$ cat src/rtl/riscv_mem_pkg.sv
// riscv_mem_pkg: shared data-memory definitions (widths, funct3 codes, faults, LSU states)
// Shared by load_store_unit, lsu_load_extend and the memory block.
package riscv_mem_pkg;
    localparam int          XLEN       = 32;
    localparam logic [31:0] DATA_START = 32'hC000_0000;
    localparam logic [31:0] CODE_START = 32'h0000_0000;

    typedef enum logic [3:0] {
        BYTE     = 4'd0,
        HALFWORD = 4'd1,
        WORD     = 4'd2
    } Width;

    localparam logic [2:0] F3_B  = 3'd0;
    localparam logic [2:0] F3_H  = 3'd1;
    localparam logic [2:0] F3_W  = 3'd2;
    localparam logic [2:0] F3_BU = 3'd4;
    localparam logic [2:0] F3_HU = 3'd5;

    typedef enum logic [1:0] {
        FAULT_NONE       = 2'd0,
        FAULT_MISALIGNED = 2'd1,
        FAULT_TIMEOUT    = 2'd2,
        FAULT_ILLEGAL    = 2'd3
    } fault_e;

    typedef enum logic [2:0] {
        S_IDLE,
        S_ISSUE,
        S_GUARD,
        S_WAIT,
        S_RESP
    } lsu_state_e;

    // Decode-time fault for a request; illegal funct3 takes precedence over alignment.
    function automatic fault_e access_fault(input logic store, input logic [2:0] f3,
                                            input logic [1:0] addr_lo);
        if (store ? (f3 > F3_W) : (f3 == 3'd3 || f3 > F3_HU))
            return FAULT_ILLEGAL;
        if ((f3[1:0] == 2'd1 && addr_lo[0]) || (f3[1:0] == 2'd2 && addr_lo != 2'd0))
            return FAULT_MISALIGNED;
        return FAULT_NONE;
    endfunction
endpackage

$ cat src/rtl/lsu_load_extend.sv
// lsu_load_extend: sign/zero extension of raw load data selected by RV32 funct3
// Ports: i_funct3 (load funct3), i_data (raw memory word), o_data (extended result).
module lsu_load_extend #(
    parameter int XLEN = riscv_mem_pkg::XLEN
) (
    input  logic [2:0]      i_funct3,
    input  logic [XLEN-1:0] i_data,
    output logic [XLEN-1:0] o_data
);
    import riscv_mem_pkg::*;

    assign o_data = (i_funct3 == F3_B)  ? {{(XLEN-8){i_data[7]}}, i_data[7:0]}    :
                    (i_funct3 == F3_BU) ? {{(XLEN-8){1'b0}}, i_data[7:0]}         :
                    (i_funct3 == F3_H)  ? {{(XLEN-16){i_data[15]}}, i_data[15:0]} :
                    (i_funct3 == F3_HU) ? {{(XLEN-16){1'b0}}, i_data[15:0]}       :
                    i_data;
endmodule

$ cat src/rtl/load_store_unit.sv
// load_store_unit: single-outstanding load/store initiator on the data-memory main port
// Ports: clk/rst_n; req_* (pipeline request, req_ready high only in IDLE);
//        resp_* (one-cycle response with extended data or fault code);
//        address_main/width/read_request_main/write_request_main/write_data_main (memory drive);
//        data_main/busy_main (memory return).
module load_store_unit #(
    parameter int XLEN    = riscv_mem_pkg::XLEN,
    parameter int TIMEOUT = 64
) (
    input  logic            clk,
    input  logic            rst_n,
    input  logic            req_valid,
    output logic            req_ready,
    input  logic            req_store,
    input  logic [2:0]      req_funct3,
    input  logic [XLEN-1:0] req_addr,
    input  logic [XLEN-1:0] req_wdata,
    output logic            resp_valid,
    output logic [XLEN-1:0] resp_rdata,
    output logic [1:0]      resp_fault,
    output logic [XLEN-1:0] address_main,
    output logic [3:0]      width,
    output logic            read_request_main,
    output logic            write_request_main,
    output logic [XLEN-1:0] write_data_main,
    input  logic [XLEN-1:0] data_main,
    input  logic            busy_main
);
    import riscv_mem_pkg::*;

    localparam logic [7:0] TO_LIMIT = 8'(TIMEOUT);

    lsu_state_e      r_state, w_next;
    logic            r_store;
    logic [2:0]      r_funct3;
    logic [XLEN-1:0] r_addr, r_wdata, r_rdata;
    fault_e          r_fault;
    logic [7:0]      r_cnt;
    fault_e          w_chk;
    logic [XLEN-1:0] w_ext;
    logic            w_active;
    Width            w_width;

    assign w_chk    = access_fault(req_store, req_funct3, req_addr[1:0]);
    assign w_width  = Width'({2'b00, r_funct3[1:0]});
    assign w_active = (r_state == S_ISSUE) || (r_state == S_GUARD) || (r_state == S_WAIT);

    lsu_load_extend #(.XLEN(XLEN)) u_ext (
        .i_funct3(r_funct3),
        .i_data  (data_main),
        .o_data  (w_ext)
    );

    always_ff @(posedge clk or negedge rst_n) begin
        if (!rst_n)
            r_state <= S_IDLE;
        else
            r_state <= w_next;
    end

    // Completion is tested before the timeout so a busy drop on the limit cycle still succeeds.
    always_comb begin
        w_next = r_state;
        case (r_state)
            S_IDLE:  if (req_valid) w_next = (w_chk == FAULT_NONE) ? S_ISSUE : S_RESP;
            S_ISSUE: w_next = S_GUARD;
            S_GUARD: w_next = S_WAIT;
            S_WAIT:  if (!busy_main || r_cnt == TO_LIMIT) w_next = S_RESP;
            S_RESP:  w_next = S_IDLE;
            default: w_next = S_IDLE;
        endcase
    end

    always_ff @(posedge clk or negedge rst_n) begin
        if (!rst_n) begin
            r_store  <= 1'b0;
            r_funct3 <= 3'd0;
            r_addr   <= '0;
            r_wdata  <= '0;
            r_rdata  <= '0;
            r_fault  <= FAULT_NONE;
            r_cnt    <= 8'd0;
        end else begin
            case (r_state)
                S_IDLE: if (req_valid) begin
                    r_store  <= req_store;
                    r_funct3 <= req_funct3;
                    r_addr   <= req_addr;
                    r_wdata  <= req_wdata;
                    r_rdata  <= '0;
                    r_fault  <= w_chk;
                end
                S_GUARD: r_cnt <= 8'd0;
                S_WAIT: begin
                    if (!busy_main) begin
                        r_rdata <= r_store ? '0 : w_ext;
                        r_fault <= FAULT_NONE;
                    end else if (r_cnt == TO_LIMIT)
                        r_fault <= FAULT_TIMEOUT;
                    else
                        r_cnt <= r_cnt + 8'd1;
                end
                default: ;
            endcase
        end
    end

    // rst_n gates req_ready so it is low throughout reset even though the state reads IDLE.
    assign req_ready          = rst_n && (r_state == S_IDLE);
    assign resp_valid         = (r_state == S_RESP);
    assign resp_rdata         = (r_state == S_RESP) ? r_rdata : '0;
    assign resp_fault         = (r_state == S_RESP) ? r_fault : FAULT_NONE;
    assign address_main       = w_active ? r_addr : '0;
    assign width              = w_active ? w_width : BYTE;
    assign write_data_main    = w_active ? r_wdata : '0;
    assign read_request_main  = (r_state == S_ISSUE) && !r_store;
    assign write_request_main = (r_state == S_ISSUE) && r_store;
endmodule

$ cat config.mk
export PLATFORM = sky130hd
export DESIGN_NAME = load_store_unit
export DESIGN_NICKNAME = d
export VERILOG_FILES = /design/src/rtl/riscv_mem_pkg.sv /design/src/rtl/lsu_load_extend.sv /design/src/rtl/load_store_unit.sv
export SDC_FILE = /design/constraint.sdc
export NUM_CORES = 1
export LEC_CHECK = 0
export ABC_CLOCK_PERIOD_IN_PS = 2400
export BUFFER_PORTS_ARGS = -buffer_cell sky130_fd_sc_hd__buf_4
export CORE_MARGIN = 10
export CORE_UTILIZATION = 25
export DETAILED_ROUTE_END_ITERATION = 10
export PLACE_DENSITY = 0.58
export SKIP_LAST_GASP = 1
export SLEW_MARGIN = 5
export SYNTH_ARGS = -nofsm -noshare
export SYNTH_HDL_FRONTEND = slang
export SYNTH_SLANG_ARGS = --single-unit
$ cat constraint.sdc
create_clock -name clk -period 2.4 [get_ports clk]
set_input_delay 0.36 -clock clk [delete_from_list [all_inputs] [get_ports clk]]
set_output_delay 0.36 -clock clk [all_outputs]
set_load 0.005 [all_outputs]
Word-level counts from Yosys, hierarchy flattened
Index checks and enable logic that the tools add are counted.
{"block": "word_totals", "register_bits": 113, "output_inout_bits": 106}
{"block": "classes", "n_mux": 32, "n_eq_ne": 17, "n_lt_le_gt_ge": 2, "n_reduce_logical": 23, "n_addsub": 1}
{"op": "32-bit 2-to-1 mux", "n": 10}
{"op": "32-bit one-hot mux with 2 select lines", "n": 1}
{"op": "2-bit 2-to-1 mux", "n": 9}
{"op": "8-bit 2-to-1 mux", "n": 2}
{"op": "8-bit one-hot mux with 2 select lines", "n": 1}
{"op": "3-bit one-hot mux with 4 select lines", "n": 1}
{"op": "3-bit by 2-bit == test with 1-bit output, second input constant", "n": 3}
{"op": "3-bit == test, second input constant", "n": 3}
{"op": "3-bit 2-to-1 mux", "n": 3}
{"op": "3-bit AND reduction", "n": 3}
{"op": "8-bit by 1-bit adder with 8-bit output, second input constant", "n": 1}
{"op": "8-bit by 7-bit == test with 1-bit output, second input constant", "n": 1}
{"op": "2-bit inequality test, second input constant", "n": 4}
{"op": "3-bit by 1-bit == test with 1-bit output, second input constant", "n": 2}
{"op": "3-bit zero test", "n": 2}
{"op": "2-bit nonzero test", "n": 3}
{"op": "1-bit logical AND", "n": 5}
{"op": "1-bit logical OR", "n": 5}
{"op": "1-bit 2-to-1 mux", "n": 4}
{"op": "2-bit one-hot mux with 2 select lines", "n": 1}
{"op": "2-bit AND reduction", "n": 2}
{"op": "3-bit by 2-bit > comparator with 1-bit output, second input constant", "n": 1}
{"op": "3-bit > comparator, second input constant", "n": 1}
{"op": "3-bit by 2-bit inequality test with 1-bit output, second input constant", "n": 1}
{"op": "other kinds (5)", "n": 6}

Depth between registers and ports, before layout
Gate-level depths: netlist (run 1).
{"block": "logic_depth", "ltp_word": 11, "depth_mapped": 8, "depth_no_buf": 6}

Cells and area by module
Synthesis (run 1) repeated with hierarchy kept, for this count alone.
{"block": "unflattened", "cells_unflattened": 555, "hier_area_um2": 5875.6}
{"module": "load_store_unit", "n_inst": 1, "cells_per_inst": 488, "area_per_inst_um2": 5511.5}
{"module": "lsu_load_extend", "n_inst": 1, "cells_per_inst": 67, "area_per_inst_um2": 364.1}

Worst setup path after synthesis (run 1)
OpenSTA, ideal clock, no wires.
{"block": "synth_path", "kind": "register -> register", "from": "register r_funct3[1]", "to": "register r_rdata[22]", "period_less_slack_ps": 1749, "path_slack_ps": 651, "stages_incl_launch_ff": 9, "arrival_time_ps": 1629, "n_path_buf": 4, "path_cell_list": "dfrtp_1 buf_2 or3_1 buf_2 o21ai_0 or2_1 buf_2 buf_6 o21ai_2"}
{"block": "synth_via", "elab_chain_cells": 8, "elab_cells_between_ends": 11}
{"element": "start: declaration", "line": "load_store_unit.sv:35", "text": "logic [2:0] r_funct3;"}
{"element": "start signal: assignment", "line": "load_store_unit.sv:87", "text": "r_funct3 <= req_funct3;"}
{"element": "3-bit == test", "line": "lsu_load_extend.sv:15", "text": "(i_funct3 == F3_HU) ? {{(XLEN-16){1'b0}}, i_data[15:0]} :"}
{"element": "32-bit 2-to-1 mux", "line": "lsu_load_extend.sv:15"}
{"element": "32-bit 2-to-1 mux", "line": "lsu_load_extend.sv:14", "text": "(i_funct3 == F3_H) ? {{(XLEN-16){i_data[15]}}, i_data[15:0]} :"}
{"element": "32-bit 2-to-1 mux", "line": "lsu_load_extend.sv:13", "text": "(i_funct3 == F3_BU) ? {{(XLEN-8){1'b0}}, i_data[7:0]} :"}
{"element": "32-bit 2-to-1 mux (*)", "line": "lsu_load_extend.sv:12", "text": "assign o_data = (i_funct3 == F3_B) ? {{(XLEN-8){i_data[7]}}, i_data[7:0]} :"}
{"element": "32-bit 2-to-1 mux (*)", "line": "load_store_unit.sv:96", "text": "r_rdata <= r_store ? '0 : w_ext;"}
{"element": "32-bit 2-to-1 mux (*)", "line": "load_store_unit.sv:95", "text": "if (!busy_main) begin"}
{"element": "32-bit one-hot mux with 2 select lines (*)", "line": "load_store_unit.sv:84", "text": "case (r_state)"}
{"element": "end signal: assignment", "line": "load_store_unit.sv:96"}
{"element": "end: declaration", "line": "load_store_unit.sv:36", "text": "logic [XLEN-1:0] r_addr, r_wdata, r_rdata;"}
Mark *: on every way between the ends. The rest lies on a longest branch, timed or not. The select of a mux whose other input is x is not followed.
A chain may end at the register's enable or synchronous reset.

Final worst setup path (run 1)
{"block": "layout_path", "from": "register r_state[0]", "to": "output resp_rdata[29]"}
{"block": "layout_via", "elab_chain_cells": 2}
{"element": "start: declaration", "line": "load_store_unit.sv:33", "text": "lsu_state_e r_state, w_next;"}
{"element": "start signal: assignment", "line": "load_store_unit.sv:58", "text": "r_state <= w_next;"}
{"element": "3-bit == test", "line": "load_store_unit.sv:111", "text": "assign resp_rdata = (r_state == S_RESP) ? r_rdata : '0;"}
{"element": "32-bit 2-to-1 mux", "line": "load_store_unit.sv:111"}
{"element": "end: declaration", "line": "load_store_unit.sv:19", "text": "output logic [XLEN-1:0] resp_rdata,"}
Every way passes these cells.

==> results.md, run 1 <==
- Reg2reg path depth: 4
- Period utilisation layout: 92.64%
- DIE HEIGHT: 166.9 um
- Worst-Margin Slew: 797.6 ps
- Worst-Skew Late Latency: 410 ps
- Commonest cells after routing, fill and taps aside: buf_4 (218), dfrtp_1 (113), and2_1 (66)
- Worst slew margin: 46.83%
- Sequential cell area: 2828 um^2
- Fin. Hold Viols: 0
- Post-synthesis sequential area ratio: 52.39%
- H-tree depth: 4
- # DRC: 0
- Clk slew on worst S/H paths: 50 ps
- Area of the die: 27870 um^2
- Crit. End Element: primary output
- First-pass GRT wire length: 26610 um
- Leak: 3.851 nW
- Core footprint: 21150 um^2
- WL final: 16790 um
- Endpoints failing setup: 0
- Cells after synthesis: 495
- Post-CTS sizing: 0
- Status: finished, final reports clean
- Cell Pwr Density: 1258 nW/um^2
- Ports: 210
- Vias per std cell: 4.403
- RSZ-0062 raised after global routing: no
- TritonRoute pass-1 iters: 5
- Crit path kind: reg2out
- EDFF count, synth: 0
- Multi-input logic area: 2380 um^2
- Worst Setup Start Kind: register
- Seq cells post-synth: 113
- Post-Synthesis Cell Area: 5398 um^2
- Placed cells: 953
- XOR/XNOR Fraction of Synth Area: 0.9736%
- # port buffers: 207
- Starting Density: 25.52%
- Vias: 4346
- CTS tree: done
- CP Max Fanout: 35
- Hold crit path type: in2async
- Setup TNS: 0 ps
- Worst EP arrival: 1860 ps
- Syn_area_per_cell: 10.90 um^2
- Nets: 803
- Clk buf depth: 2
- Final ANT Viol Nets: 0
- Worst vdd ir: 0.6606 mV
- Compound-cell area share of the yosys netlist: 8.878%
- Simple-Gate Fraction of Synth Area: 18.80%
- Pwr Total: 10.02 mW
- Pins over their slew limit: 0
- # clock sinks: 113
- WL per Instance: 17.01 um
- Worst R2R Setup Slack: 320 ps
- Antenna violations before repair: 2
- Synthesis-to-layout area growth: 47.57%
- Fill cells: 2122
- Mux cell area share after synthesis: 14.39%
- Largest family of logic cells by synthesized area: simple AND/OR/NAND/NOR gates
- Max cap viols: 0
- Global placement routability congestion: 0.7217
- Cell Rows: 53
- Total CTS buffers: 17
- Syn. warnings: 0
- Global-route usage over all layers: 11.85%
- Gr ovfl total: 0
- First DRT Iteration DRCs: 251
- DPL Wire Length: 11950 um
- Ys async rst share: 100.0%
- Post-cts hold buffer count: 0
- Die W: 166.9 um
- Vias in the first global route: 4643
- Adder-Cell Fraction of Synth Area: 0.4636%
- Share of layout cells above drive strength 1: 47.32%
- Setup Buffers After CTS: 0
- Most common cell after layout, fill and taps aside: buf_4
- Largest net degree at the start of global routing: 114
- Clock Root Buffer: clkbuf_16
- Max Freq: 449.8 MHz
- Clock Skew: 10.24 ps
- Tmin final: 2223 ps
- CP required: 2040 ps
- Count of cell types in the netlist: 47
- Top_reg_cell synth: dfrtp_1
- Final Non-Filler Cells: 987
power by group:
part	switching [mW]	leakage, nW	internal [mW]	total, mW
sequential	0.379	1.41	2.66	3.04
combinational	1.92	2.12	2.24	4.16
clock	0.927	0.315	1.90	2.83
logic make-up (layout without fill, tap and decap cells):
kind of cell	after synthesis	in the layout
other cells	1	4
fa+ha+maj	2	2
buf+inv	48	262
compound gates	74	74
xor+xnor	6	6
flops	113	113
mux	69	69
simple gates	182	182
synth_stat cells (all sizes together) (2+ instances only):
library cell,count,area [um^2]
a211oi,3,22.52
o21ai,34,207.7
dfrtp,113,2828
and2,66,412.9
clkbuf,23,86.33
a22o,8,70.07
buf,17,101.3
a21o,2,15.01
nand2,46,172.7
xnor2,3,26.28
inv,8,30.03
ha,2,25.02
nor3,3,15.01
nand3,3,15.01
a21oi,19,98.85
mux2,69,777.0
xor2,3,26.28
nor2,15,56.30
nor4bb,2,20.02
nor4b,2,23.77
and3,35,219.0
path summary, 6_finish.rpt:
check                            endpoint    startpoint
min in group clk               r_wdata[7]  req_wdata[7]
max reg2reg                   r_rdata[17]    r_state[2]
max                        resp_rdata[29]    r_state[0]
min                            r_addr[24]         rst_n
max in group asynchronous     r_rdata[21]         rst_n
min reg2reg                   r_rdata[30]   r_rdata[30]
state kept, by name, summed over array words and instances, names as in the netlist:
name and flops:
r_fault 2, r_cnt 8, r_funct3 3, r_state 3, r_wdata 32, r_rdata 32
r_addr 32, r_store 1
metal layers:
layer	wire, um	vias to the layer above	part of all wire (%)	track usage [%]
met5	0	-	0	0
met4	66	0	0.39	3.131
met3	2006	5	12	7.060
met2	7614	159	45	17.48
met1	7103	2077	42	14.27
li1	-	2105	-	-
cell type report:
cell class,count,area share (%)
clock buffers,19,5.686
diodes,2,0.06283
clock inverters,13,2.623
inverters,8,0.3770
multi-input cells,335,29.88
well taps,275,4.320
flip-flops and latches,113,35.50
repair buffers,222,21.55
stage by stage:
stage | cell area (um^2) | setup WS [ps] | hold slack, ps | util [%]
final | 7965 | 176.6 | 2.789 | 37.65
after global routing | 7963 | 63.18 | 110.8 | 37.64
after floorplan | 5401 | 651.5 | 64.41 | -
after global placement | 7298 | 354.7 | 453.4 | 34.50
after CTS | 7960 | 143.0 | 107.6 | 37.63
after detailed placement | 7298 | 286.9 | 459.1 | 34.50
critical path, stage by stage (launching register included):
cell	delay, ps
dfrtp_1	400
buf_4	200
nor2_2	170
buf_4	340
and3_1	220
buf_4	120
No activity file was read; power rests on OpenSTA's default activity.
==> run 2, diff against run 1 <==
CAP_MARGIN = 20   (was unset)
CORE_UTILIZATION = 45   (was 25)
PLACE_DENSITY = 0.86   (was 0.58)
==> results.md, run 2 (synthesized netlist as in run 1, its figures left out) <==
- Status: finished, final reports clean
- Post-CTS sizing: 0
- Antenna violations before repair: 0
- Vias in the first global route: 4695
- Final ANT Viol Nets: 0
- Largest net degree at the start of global routing: 67
- Share of layout cells above drive strength 1: 46.97%
- Setup TNS: 0 ps
- Synthesis-to-layout area growth: 42.95%
- Worst EP arrival: 1870 ps
- DIE HEIGHT: 129.5 um
- Crit path cell chain: buf_4, nor2_2, buf_4, and3_1, buf_4
- Final Non-Filler Cells: 852
- Clock Root Buffer: clkbuf_16
- Gr ovfl total: 0
- Cell Pwr Density: 1245 nW/um^2
- CP Launch Point: r_state[1]
- Clock Skew: 10.91 ps
- First DRT Iteration DRCs: 298
- Worst Setup Start Kind: register
- Worst R2R Setup Slack: 480 ps
- Commonest cells after routing, fill and taps aside: buf_4 (220), dfrtp_1 (113), and2_1 (66)
- FF-to-FF Start: r_state[0]
- Endpoints failing setup: 0
- Setup Buffers After CTS: 0
- Biggest regs: r_addr (32), r_rdata (32), r_wdata (32)
- Die W: 129.5 um
- WL final: 15540 um
- CTS tree: done
- Worst slew margin: 60.59%
- H-tree depth: 4
- Leak: 3.831 nW
- Global-route usage over all layers: 18.27%
- DPL Wire Length: 11680 um
- Core footprint: 11560 um^2
- Total CTS buffers: 17
- Starting Density: 46.67%
- Crit. End Element: primary output
- Worst path max stage delay: 420 ps
- Worst-Skew Late Latency: 400 ps
- WL per Instance: 18.23 um
- # DRC: 0
- Global placement routability congestion: 0.8493
- Worst vdd ir: 0.7923 mV
- Critical path buffers and inverters: 3
- Inserted Diodes: 0
- Post-layout util: 66.72%
- Clk slew on worst S/H paths: 50 ps
- Period utilisation layout: 92.96%
- Slowest CP cell: dfrtp_1
- Fill cells: 849
- Top cell by count, worst path: buf_4
- Max cap viols: 0
- TritonRoute pass-1 iters: 5
- Area of the die: 16780 um^2
- First-pass GRT wire length: 24440 um
- # port buffers: 207
- Beginning of the worst hold path: req_wdata[7]
- CP required: 2040 ps
- Crit path kind: reg2out
- Fin. Hold Viols: 0
- Clk buf depth: 2
- Nets: 805
- Family with the most delay on the worst path: buffers and inverters
- Vias: 4506
- CP Max Fanout: 35
- Ports: 210
- Worst-Margin Slew: 591.2 ps
- RSZ-0062 raised after global routing: no
- Cell Rows: 39
- Max Freq: 448.2 MHz
- Worst Hold Margin: 181.3 ps
- Most common cell after layout, fill and taps aside: buf_4
- Vias per std cell: 5.289
- # clock sinks: 113
- Tmin final: 2231 ps
- Placed cells: 822
- Hold crit path type: in2reg
- Pins over their slew limit: 0
[run 2: final timing paths]
| check | endpoint | cells after the start |
|---|---|---|
| worst max-delay path | resp_fault[0] | 5 |
| worst min-delay path | r_wdata[7] | 2 |
| worst max register to register | r_rdata[18] | 5 |
| worst min register to register | r_rdata[6] | 2 |
| max in group asynchronous | r_wdata[11] | 3 |
| min in group asynchronous | r_funct3[1] | 2 |
[run 2: area by class of cell]
class	instances	area, um^2	share of cell area, %
well taps	143	178.9	2.319
multi-input cells	335	2380	30.84
inverters	8	30.03	0.3892
repair buffers	224	1722	22.31
clock inverters	6	80.08	1.038
clock buffers	23	498.0	6.454
flip-flops and latches	113	2828	36.65
[run 2: per-stage QoR]
step                area (um^2)  total power [mW]  worst slack [ps]
floorplan                  5401             5.256             651.5
CTS                        7716             9.738             156.1
finish                     7716             9.604             169.0
detailed placement         7128             7.226             452.5
global placement           7128             7.039             503.4
global route               7716             10.26             37.58
[run 2: where the power goes]
part,switching [mW],internal [mW]
Sequential,0.419,2.66
Clock,0.812,1.64
Combinational,1.85,2.23
[run 2: routing by layer]
metal / vias up / track usage, % / wire, um
li1: 2101 / - / -
met1: 2197 / 20.61 / 5926
met2: 197 / 29.53 / 7470
met3: 11 / 9.992 / 1998
met4: 0 / 5.026 / 138
met5: - / 0 / 0
[run 2: timing repair]
item	in CTS	in global routing
hold buffers	1	0
setup endpoints to repair	0	0
hold endpoints to repair	24	0
[run 2: worst register-to-register path, delay by kind of cell, from the launching register on]
kind	cells	cell delay, ps
flops	1	530
compound gates	2	390
buf+inv	1	210
simple gates	2	720
==> run 3, diff against run 2 <==
RECOVER_POWER = 25   (was unset)
==> results.md, run 3 (synthesized netlist as in run 1, its figures left out) <==
- Cell Rows: 39
- GRT met3 Usage: 9.992%
- Worst Setup Start Kind: register
- Die W: 129.5 um
- Global placement routability congestion: 0.8493
- Vias: 4494
- Worst EP arrival: 1870 ps
- First DRT Iteration DRCs: 333
- TritonRoute pass-1 iters: 4
- Crit path kind: reg2out
- Global-route usage over all layers: 18.27%
- Core footprint: 11560 um^2
- Nets: 805
- Worst slack, placed: 452.5 ps
- Worst vdd ir: 0.7922 mV
- Sw Share: 32.06%
- Final ANT Viol Nets: 0
- Worst-Margin Slew: 1139 ps
- Max cap viols: 0
- CTS tree: done
- Worst setup margin: 168.6 ps
- Tmin final: 2231 ps
- Synthesis-to-layout area growth: 42.86%
- First-pass GRT wire length: 24440 um
- Worst Hold Margin: 179.8 ps
- Seq pwr share: 32.1%
- Status: finished, final reports clean
- Period utilisation layout: 92.98%
- Crit. End Element: primary output
- Setup Buffers After CTS: 0
- Vias per std cell: 5.275
- Antenna violations before repair: 0
- Placed cells: 822
- CP required: 2040 ps
- Commonest cells after routing, fill and taps aside: buf_4 (218), dfrtp_1 (113), and2_1 (66)
- Worst-Skew Late Latency: 400 ps
- GR peak layer: met2
- M2 GR Usage: 29.53%
- Pins over their slew limit: 0
- Family with the most delay on the worst path: buffers and inverters
- DIE HEIGHT: 129.5 um
- Critical path buffers and inverters: 3
- Clock power share: 25.5%
- Fin. Hold Viols: 0
- Met1 usage: 20.61%
- Power share of the combinational group: 42.4%
- # clock sinks: 113
- DPL Wire Length: 11680 um
- Biggest regs: r_addr (32), r_rdata (32), r_wdata (32)
- Top cell by count, worst path: buf_4
- Slowest CP cell: dfrtp_1
- Crit path cell chain: buf_4, nor2_2, buf_4, and3_1, buf_4
- Clk buf depth: 2
- Max Freq: 448.1 MHz
- RSZ-0062 raised after global routing: no
- WL per Instance: 18.29 um
- Gr ovfl total: 0
- Psw: 3.080 mW
- Final Non-Filler Cells: 852
- Cell Pwr Density: 1246 nW/um^2
- Cell Int Power: 6.527 mW
- Total CTS buffers: 17
- Ports: 210
- Starting Density: 46.67%
- Worst path max stage delay: 420 ps
- Worst slew margin: 24.09%
- Share of layout cells above drive strength 1: 46.97%
- Most common cell after layout, fill and taps aside: buf_4
- # DRC: 0
- Hold crit path type: in2reg
- H-tree depth: 4
- CP Max Fanout: 35
- Largest net degree at the start of global routing: 67
- Pwr Total: 9.606 mW
- Vias in the first global route: 4695
- WL final: 15580 um
- Setup TNS: 0 ps
- Inserted Diodes: 0
- Clock Root Buffer: clkbuf_16
- Clock Skew: 9.223 ps
- Leak: 3.829 nW
- Area of the die: 16780 um^2
- Clk slew on worst S/H paths: 50 ps
- Endpoints failing setup: 0
- Fill cells: 851
- # port buffers: 207
run 3: cell types whose count changed in the layout (fill, tap and decap cells not counted):
cell      change
buf_4         -2
clkbuf_2      +2
run 3: through the flow:
step	area, um^2	utilization (%)
CTS	7716	66.72
detailed placement	7128	61.64
global placement	7128	61.64
global route	7711	66.68
floorplan	5401	-
finish	7711	66.68
run 3: final cells by class:
| class | count | area [um^2] | share of cell area [%] |
|---|---|---|---|
| flip-flops and latches | 113 | 2828 | 36.67 |
| clock inverters | 6 | 80.08 | 1.038 |
| multi-input cells | 335 | 2380 | 30.86 |
| well taps | 143 | 178.9 | 2.320 |
| repair buffers | 224 | 1717 | 22.26 |
| inverters | 8 | 30.03 | 0.3894 |
| clock buffers | 23 | 498.0 | 6.458 |
run 3: layer usage:
metal  vias up  wire length, um
met1      2173             5933
met4         0              136
met3        11             2010
met2       204             7498
met5         -                0
li1       2106                -
run 3: path summary, 6_finish.rpt:
kind	start	endpoint	slack, ps	cells after the start
worst max-delay path	r_state[1]	resp_fault[0]	170	5
worst max register to register	r_state[0]	r_rdata[18]	470	5
max in group asynchronous	rst_n	r_wdata[11]	570	3
min in group asynchronous	rst_n	r_funct3[1]	420	2
worst min register to register	r_rdata[6]	r_rdata[6]	470	2
worst min-delay path	req_wdata[7]	r_wdata[7]	180	2
run 3: repair_timing:
item | in CTS | in global routing
hold buffers | 1 | 0
hold endpoints to repair | 24 | 0
resized for setup | 0 | 0
run 3: power by group through the flow:
| stage | combinational [mW] | sequential, mW | clock, mW |
|---|---|---|---|
| finish | 4.07 | 3.08 | 2.45 |
| global route | 4.49 | 3.18 | 2.59 |
| CTS | 4.15 | 3.08 | 2.50 |
| detailed placement | 4.12 | 3.11 | 0 |
| global placement | 4.00 | 3.04 | 0 |
| floorplan | 2.35 | 2.91 | 0 |
run 3: worst reg2reg max path, delay by kind of cell (launching register included):
kind            cells  cell delay, ps
buf+inv             1             210
flops               1             530
simple gates        2             720
compound gates      2             400
